File: src/rtl/stack_ctrl.sv
// LIFO operand-stack controller: owns the stack pointer and drives one-hot
// write enables, write data and a top-of-stack read select for an external bank.
module stack_ctrl #(
  parameter int WIDTH = 16,
  parameter int DEPTH = 8,
  parameter int SP_W  = $clog2(DEPTH + 1)
) (
  input  logic             clk,
  input  logic             reset,
  input  logic             op_valid,
  input  logic [1:0]       op_code,
  input  logic [WIDTH-1:0] op_data,
  output logic             op_ready,
  input  logic             err_clr,
  output logic [DEPTH-1:0] reg_write,
  output logic [WIDTH-1:0] w_data,
  output logic [SP_W-1:0]  rd_sel,
  output logic [SP_W-1:0]  sp,
  output logic             empty,
  output logic             full,
  output logic             err,
  output logic [1:0]       err_code
);

  localparam logic [1:0] OP_NOP     = 2'b00;
  localparam logic [1:0] OP_PUSH    = 2'b01;
  localparam logic [1:0] OP_POP     = 2'b10;
  localparam logic [1:0] OP_REPLACE = 2'b11;

  localparam logic [1:0] ERR_NONE  = 2'b00;
  localparam logic [1:0] ERR_OVER  = 2'b01;
  localparam logic [1:0] ERR_UNDER = 2'b10;

  localparam logic [SP_W-1:0] SP_FULL = SP_W'(DEPTH);
  localparam logic [SP_W-1:0] SP_ONE  = SP_W'(1);

  typedef enum logic [1:0] {
    IDLE  = 2'b00,
    WRITE = 2'b01,
    ERR   = 2'b10
  } state_t;

  state_t           state, state_n;
  logic [SP_W-1:0]  sp_q, sp_n;
  logic [DEPTH-1:0] reg_write_q, reg_write_n;
  logic [WIDTH-1:0] w_data_q, w_data_n;
  logic             err_q, err_n;
  logic [1:0]       err_code_q, err_code_n;
  logic             is_empty, is_full;

  function automatic logic [DEPTH-1:0] onehot(input logic [SP_W-1:0] idx);
    logic [DEPTH-1:0] oh;
    oh = '0;
    for (int i = 0; i < DEPTH; i++) begin
      oh[i] = (idx == SP_W'(i));
    end
    return oh;
  endfunction

  assign is_empty = (sp_q == '0);
  assign is_full  = (sp_q == SP_FULL);

  always_ff @(posedge clk) begin
    if (reset) begin
      state <= IDLE;
    end else begin
      state <= state_n;
    end
  end

  always_comb begin
    state_n     = state;
    sp_n        = sp_q;
    reg_write_n = '0;
    w_data_n    = w_data_q;
    err_n       = err_q;
    err_code_n  = err_code_q;
    unique case (state)
      IDLE: begin
        if (op_valid) begin
          unique case (op_code)
            OP_PUSH: begin
              if (is_full) begin
                err_n      = 1'b1;
                err_code_n = ERR_OVER;
                state_n    = ERR;
              end else begin
                reg_write_n = onehot(sp_q);
                w_data_n    = op_data;
                sp_n        = sp_q + SP_ONE;
                state_n     = WRITE;
              end
            end
            OP_POP: begin
              if (is_empty) begin
                err_n      = 1'b1;
                err_code_n = ERR_UNDER;
                state_n    = ERR;
              end else begin
                sp_n = sp_q - SP_ONE;
              end
            end
            OP_REPLACE: begin
              if (is_empty) begin
                err_n      = 1'b1;
                err_code_n = ERR_UNDER;
                state_n    = ERR;
              end else begin
                reg_write_n = onehot(sp_q - SP_ONE);
                w_data_n    = op_data;
                state_n     = WRITE;
              end
            end
            default: ;
          endcase
        end
      end
      // The bank samples reg_write/w_data on the negedge inside this cycle.
      WRITE: begin
        state_n = IDLE;
      end
      ERR: begin
        if (err_clr) begin
          err_n      = 1'b0;
          err_code_n = ERR_NONE;
          state_n    = IDLE;
        end
      end
      default: begin
        state_n = IDLE;
      end
    endcase
  end

  always_ff @(posedge clk) begin
    if (reset) begin
      sp_q        <= '0;
      reg_write_q <= '0;
      w_data_q    <= '0;
      err_q       <= 1'b0;
      err_code_q  <= ERR_NONE;
    end else begin
      sp_q        <= sp_n;
      reg_write_q <= reg_write_n;
      w_data_q    <= w_data_n;
      err_q       <= err_n;
      err_code_q  <= err_code_n;
    end
  end

  assign op_ready  = (state == IDLE);
  assign reg_write = reg_write_q;
  assign w_data    = w_data_q;
  assign sp        = sp_q;
  assign rd_sel    = is_empty ? '0 : (sp_q - SP_ONE);
  assign empty     = is_empty;
  assign full      = is_full;
  assign err       = err_q;
  assign err_code  = err_code_q;

endmodule

File: config.mk
export PLATFORM = sky130hd
export DESIGN_NAME = stack_ctrl
export DESIGN_NICKNAME = d
export VERILOG_FILES = /design/src/rtl/stack_ctrl.sv
export SDC_FILE = /design/constraint.sdc
export NUM_CORES = 1
export LEC_CHECK = 0
export ABC_AREA = 1
export CORE_ASPECT_RATIO = 0.6
export CORE_MARGIN = 5
export CORE_UTILIZATION = 40
export DETAILED_ROUTE_END_ITERATION = 10
export PLACE_DENSITY = 0.85
export SYNTH_ARGS = -nofsm -noshare
export SYNTH_HDL_FRONTEND = slang
export SYNTH_SLANG_ARGS = --single-unit
export TNS_END_PERCENT = 30
File: constraint.sdc
create_clock -name clk -period 1.7 [get_ports clk]
set_input_delay 0.34 -clock clk [delete_from_list [all_inputs] [get_ports clk]]
set_output_delay 0.34 -clock clk [all_outputs]
set_load 0.005 [all_outputs]
Word level (Yosys, flattened, before mapping)
Cells that the tools add are included.
W data, S select, Z words.
{"block": "op_classes", "n_addsub": 2, "eq_ne": 29, "mux": 27, "n_bitwise": 2, "n_reduce_logical": 12}
{"operator": "$eq A4 B3 Y1 const B", "count": 8}
{"operator": "$mux W16", "count": 2}
{"operator": "$pmux W16 S2", "count": 1}
{"operator": "$eq A4 B2 Y1 const B", "count": 4}
{"operator": "$mux W8", "count": 2}
{"operator": "$pmux W8 S2", "count": 1}
{"operator": "$mux W2", "count": 7}
{"operator": "$mux W4", "count": 3}
{"operator": "$pmux W2 S2", "count": 3}
{"operator": "$ne A2 B2 Y1 const B", "count": 5}
{"operator": "$reduce_and A5 Y1", "count": 2}
{"operator": "$eq A4 B1 Y1 const B", "count": 2}
{"operator": "$logic_not A4 Y1", "count": 2}
{"operator": "$pmux W4 S2", "count": 1}
{"operator": "$eq A2 B2 Y1 const B", "count": 3}
{"operator": "$ne A3 B2 Y1 const B", "count": 2}
{"operator": "$ne A3 B3 Y1 const B", "count": 2}
{"operator": "$pmux W2 S3", "count": 1}
{"operator": "$reduce_and A6 Y1", "count": 1}
{"operator": "$reduce_bool A2 Y1", "count": 3}
{"operator": "$add A4 B1 Y4 const B", "count": 1}
{"operator": "$eq A4 B4 Y1 const B", "count": 1}
{"operator": "$mux W1", "count": 4}
{"operator": "$ne A4 B1 Y1 const B", "count": 1}
{"operator": "8 further kinds", "count": 10}
{"block": "totals", "regBits": 33, "in_bits": 22, "out_inout_bits": 38, "word_cells": 78}

Logic depth before layout (Yosys ltp)
{"block": "logic_depth", "depth_word": 5, "mapped_depth": 11, "mapped_depth_nobuf": 10}

Worst setup path after synthesis
Ideal clock, no wire load.
{"block": "synth_timing", "path_kind": "register to register", "startpoint": "reg sp_q[0], in the netlist sp[0]", "endpoint": "reg w_data_q[10], in the netlist w_data[10]", "setup_time_ns": 0.113, "t_arrival_ns": 1.512, "required_ns": 1.587, "setup_slack_ns": 0.075, "stages_incl_launch_ff": 11, "n_path_buf": 1, "period_less_slack_ns": 1.625, "cell_sequence": "dfxtp_1 > inv_1 > ha_1 > nand3_2 > nor2_4 > inv_2 > nand3_4 > inv_4 > buf_8 > nor2_1 > nor2_1"}
{"block": "synth_via", "elab_chain_len": 3, "word_cells_on_any_way": 5, "classes_between": "eq/ne: 3; reduce/logical: 2"}
{"item": "start: declaration", "line_no": "44", "text": "logic [SP_W-1:0] sp_q, sp_n;"}
{"item": "start signal: assignment", "line_no": "143", "text": "sp_q <= sp_n;"}
{"item": "$eq A4 B4 Y1 or $logic_not A4 Y1 (tied branches)", "line_no": "61, 60"}
{"item": "$ne A2 B2 Y1 (no source line)"}
{"item": "$reduce_and A5 Y1 (no source line) *"}
{"item": "end signal: assignment", "line_no": "145", "text": "w_data_q <= w_data_n;"}
{"item": "end: declaration", "line_no": "46", "text": "logic [WIDTH-1:0] w_data_q, w_data_n;"}
Every way passes the cells marked *; elsewhere a longest branch is shown, timed or not.
A chain may end at the register's enable or synchronous reset.

Final worst setup path
{"block": "layout_timing", "startpoint": "reg sp_q[0], in the netlist sp[0]", "endpoint": "out rd_sel[2]"}
{"block": "layout_via", "elab_chain_len": 2, "word_cells_on_any_way": 3, "classes_between": "add/sub: 1; mux: 1; reduce/logical: 1"}
{"item": "$sub A4 B1 Y4 or $logic_not A4 Y1 (tied branches)", "line_no": "155, 60"}
{"item": "$mux W4 *", "line_no": "155", "text": "assign rd_sel = is_empty ? '0 : (sp_q - SP_ONE);"}
{"item": "end: declaration", "line_no": "17", "text": "output logic [SP_W-1:0] rd_sel,"}
Marked as above.

==> run metrics <==
outcome=complete, no violations; wire length of the first global-routing pass=8.155 mm; cell chosen for the clock root=sky130_fd_sc_hd__clkbuf_8; growth of design area from synthesis to finish=62.27%; grt total ovfl=0; max_cap viols=0; proportion of layout cells with a drive suffix above 1=0.2249; sum of internal, switching and leakage power=approximately 2.8 mW; dominant synthesized flop cell=sky130_fd_sc_hd__dfxtp_1; sum of net half-perimeters after detailed placement=roughly 3.8 mm; count of fill cells added during filler insertion=approximately 320; summed instance area of the synthesized netlist=1698 µm²; height of the chip=60.47 µm; placeable core area=4099 µm²; total leakage power=1.162 nW; top-level I/O count=60; post-layout net count=around 360; mean cell area of the mapped netlist=about 7 µm²; cell area after layout=approximately 2800 µm²; vias in the first global route=about 1,800; clock buffers created by TritonCTS=5; post-synthesis cell type count=28; total routed wirelength=5.365 mm; total placed instance area=around 2500 µm²; number of enable-type register cells in the synthesized netlist=0; final setup violating endpoints=0; P per Cell Area=1016 nW/µm²; worst min-delay path class=register to register; clock transition time at the flip-flop clock pins of the worst setup and hold paths=0.06 ns; worst hold slack after final layout=between 0.4 and 0.5 ns; pin count of the biggest net entering global routing=20; Worst setup EP type=output port; Post-Route Setup TNS=0 ns; fraction of the yosys area taken by sequential cells=0.3891; highest-count cells in the layout ignoring fill and taps=sky130_fd_sc_hd__nor2_1 (59), sky130_fd_sc_hd__clkdlybuf4s50_1 (51), sky130_fd_sc_hd__nand2_1 (32); DRT Pass-1 Iters=4; clock net sink count=33; Worst-Margin Slew=0.2954 ns; Net Count, Synth=269; count of buffers from port buffering=59; Max Fclk=589.4 MHz; RSZ-0062 raised after global routing=true; number of design rule violations left after detail routing=0; CTS Hold Bufs=0; violation count after the first detailed-route iteration=112; Finished Layout Cells=389; total routing resource utilization after global routing=0.1825; CTS tree=yes; crit-path max FO=3; number of H-tree levels=2; clock latency of the later-clocked register in the worst-skew pair=0.28 ns; routed wire length per instance=13.79 µm; number of warnings printed during yosys synthesis=0; post-DR vias/cell=4.799; startpoint-to-endpoint class of the critical path=register to output port; initial cell density of the core=0.4142; die boundary width=94.11 µm; number of pins exceeding their max-slew limit in the final report=0; maximum buffer depth of the clock tree=2; number of hold violations in the final report=0; IR drop worst, VDD=0.0008563 V; required time of the critical path=1.36 ns; Cell Rows=18; commonest non-fill, non-tap cell in the layout=sky130_fd_sc_hd__nor2_1; Max transition margin=0.8010; instance count of the mapped netlist=roughly 240; initial antenna violation count=0; Synth Register Bits=33; routability-driven placement congestion ratio=0.9327; final clock skew=0.007297 ns; Worst EP arrival=between 1 and 1.5 ns; Final Cycle Share=0.9980; cell count after placement=between 300 and 400; Final min period=about 1.7 ns; async set-reset flop share out of synthesis=0; type of element launching the critical path=register; number of inserted diodes=0; die area=5690 µm²; Post-DRT Antenna Nets=0; total via count after detailed routing=1,867
Yosys cell counts (all sizes together), types with 3 or more instances:
library cell | instances | area (µm²)
a21oi | 14 | 81.33
buf | 4 | 41.28
clkbuf | 3 | 12.51
dfxtp | 33 | 660.6
ha | 8 | 100.1
inv | 25 | 96.34
nand2 | 35 | 141.4
nand3 | 16 | 97.60
nand4 | 5 | 31.28
nor2 | 66 | 265.3
nor3 | 4 | 25.02
o21ai | 22 | 110.1
xor2 | 3 | 26.28
critical path, cell delays in order, from the launching register on:
cell	delay, ns
sky130_fd_sc_hd__dfxtp_2	0.33
sky130_fd_sc_hd__inv_2	0.05
sky130_fd_sc_hd__ha_4	0.17
sky130_fd_sc_hd__buf_12	0.12
sky130_fd_sc_hd__xor2_2	0.13
sky130_fd_sc_hd__inv_1	0.07
sky130_fd_sc_hd__nor2_1	0.09
sky130_fd_sc_hd__buf_2	0.11
through the flow:
step,util,worst slack (ns)
6_report,0.6722,0.003391
5_1_grt,0.6722,-0.1023
4_1_cts,0.6508,-0.08419
3_5_place_dp,0.6056,-0.3086
3_3_place_gp,0.6056,-0.2497
2_1_floorplan,-,0.07483
what timing repair did:
action / in CTS / in global routing
cloned: 0 / 2
buffers inserted: 3 / 2
pin swaps: 2 / 5
setup endpoints to repair: 25 / 26
gates resized for setup: 31 / 21
cell families after synthesis:
| kind of cell | synth area share |
|---|---|
| adders and majority gates | 0.05896 |
| buffers and inverters | 0.08842 |
| DFF | 0.3891 |
| AOI/OAI and AO/OA | 0.1127 |
| xor gates and xnor gates | 0.02064 |
| and+or+nand+nor | 0.3301 |
flip-flops by register name, summed over array words and instances (netlist names):
signal	cells
w_data	16
sp	4
state	2
reg_write	8
err_code	2
err	1
metal layers:
| layer | part of all wire | track usage | up-vias | routed length [µm] |
|---|---|---|---|---|
| met5 | 0 | 0 | - | 0 |
| met4 | 0.011 | 0.04527 | 0 | 59 |
| met3 | 0.064 | 0.06072 | 8 | 341 |
| met2 | 0.44 | 0.2856 | 61 | 2358 |
| met1 | 0.49 | 0.2462 | 857 | 2605 |
| li1 | - | - | 941 | - |
area by class of cell:
class,count,area (µm²),area share
tap,60,75.07,0.02725
clock buffer,7,86.33,0.03134
clock inverter,1,30.03,0.01090
inverter,25,103.9,0.03769
sequential,33,666.9,0.2421
multi-input combinational,176,994.7,0.3610
timing repair buffer,87,798.3,0.2897
path summary, 6_finish.rpt:
check               from     endpoint  slack (ns)  depth (start not counted)
min reg2reg  err_code[0]  err_code[0]        0.48                          2
min          err_code[0]  err_code[0]        0.48                          2
max reg2reg        sp[0]   w_data[14]        0.05                         11
max                sp[0]    rd_sel[2]       0.003                          7
where the power goes:
part / internal, mW / leakage (nW) / switching, mW / total (mW)
Sequential: 0.859 / 0.271 / 0.0623 / 0.921
Clock: 0.478 / 0.0585 / 0.276 / 0.754
Combinational: 0.542 / 0.832 / 0.583 / 1.13
(Power assumes the default switching activity.)
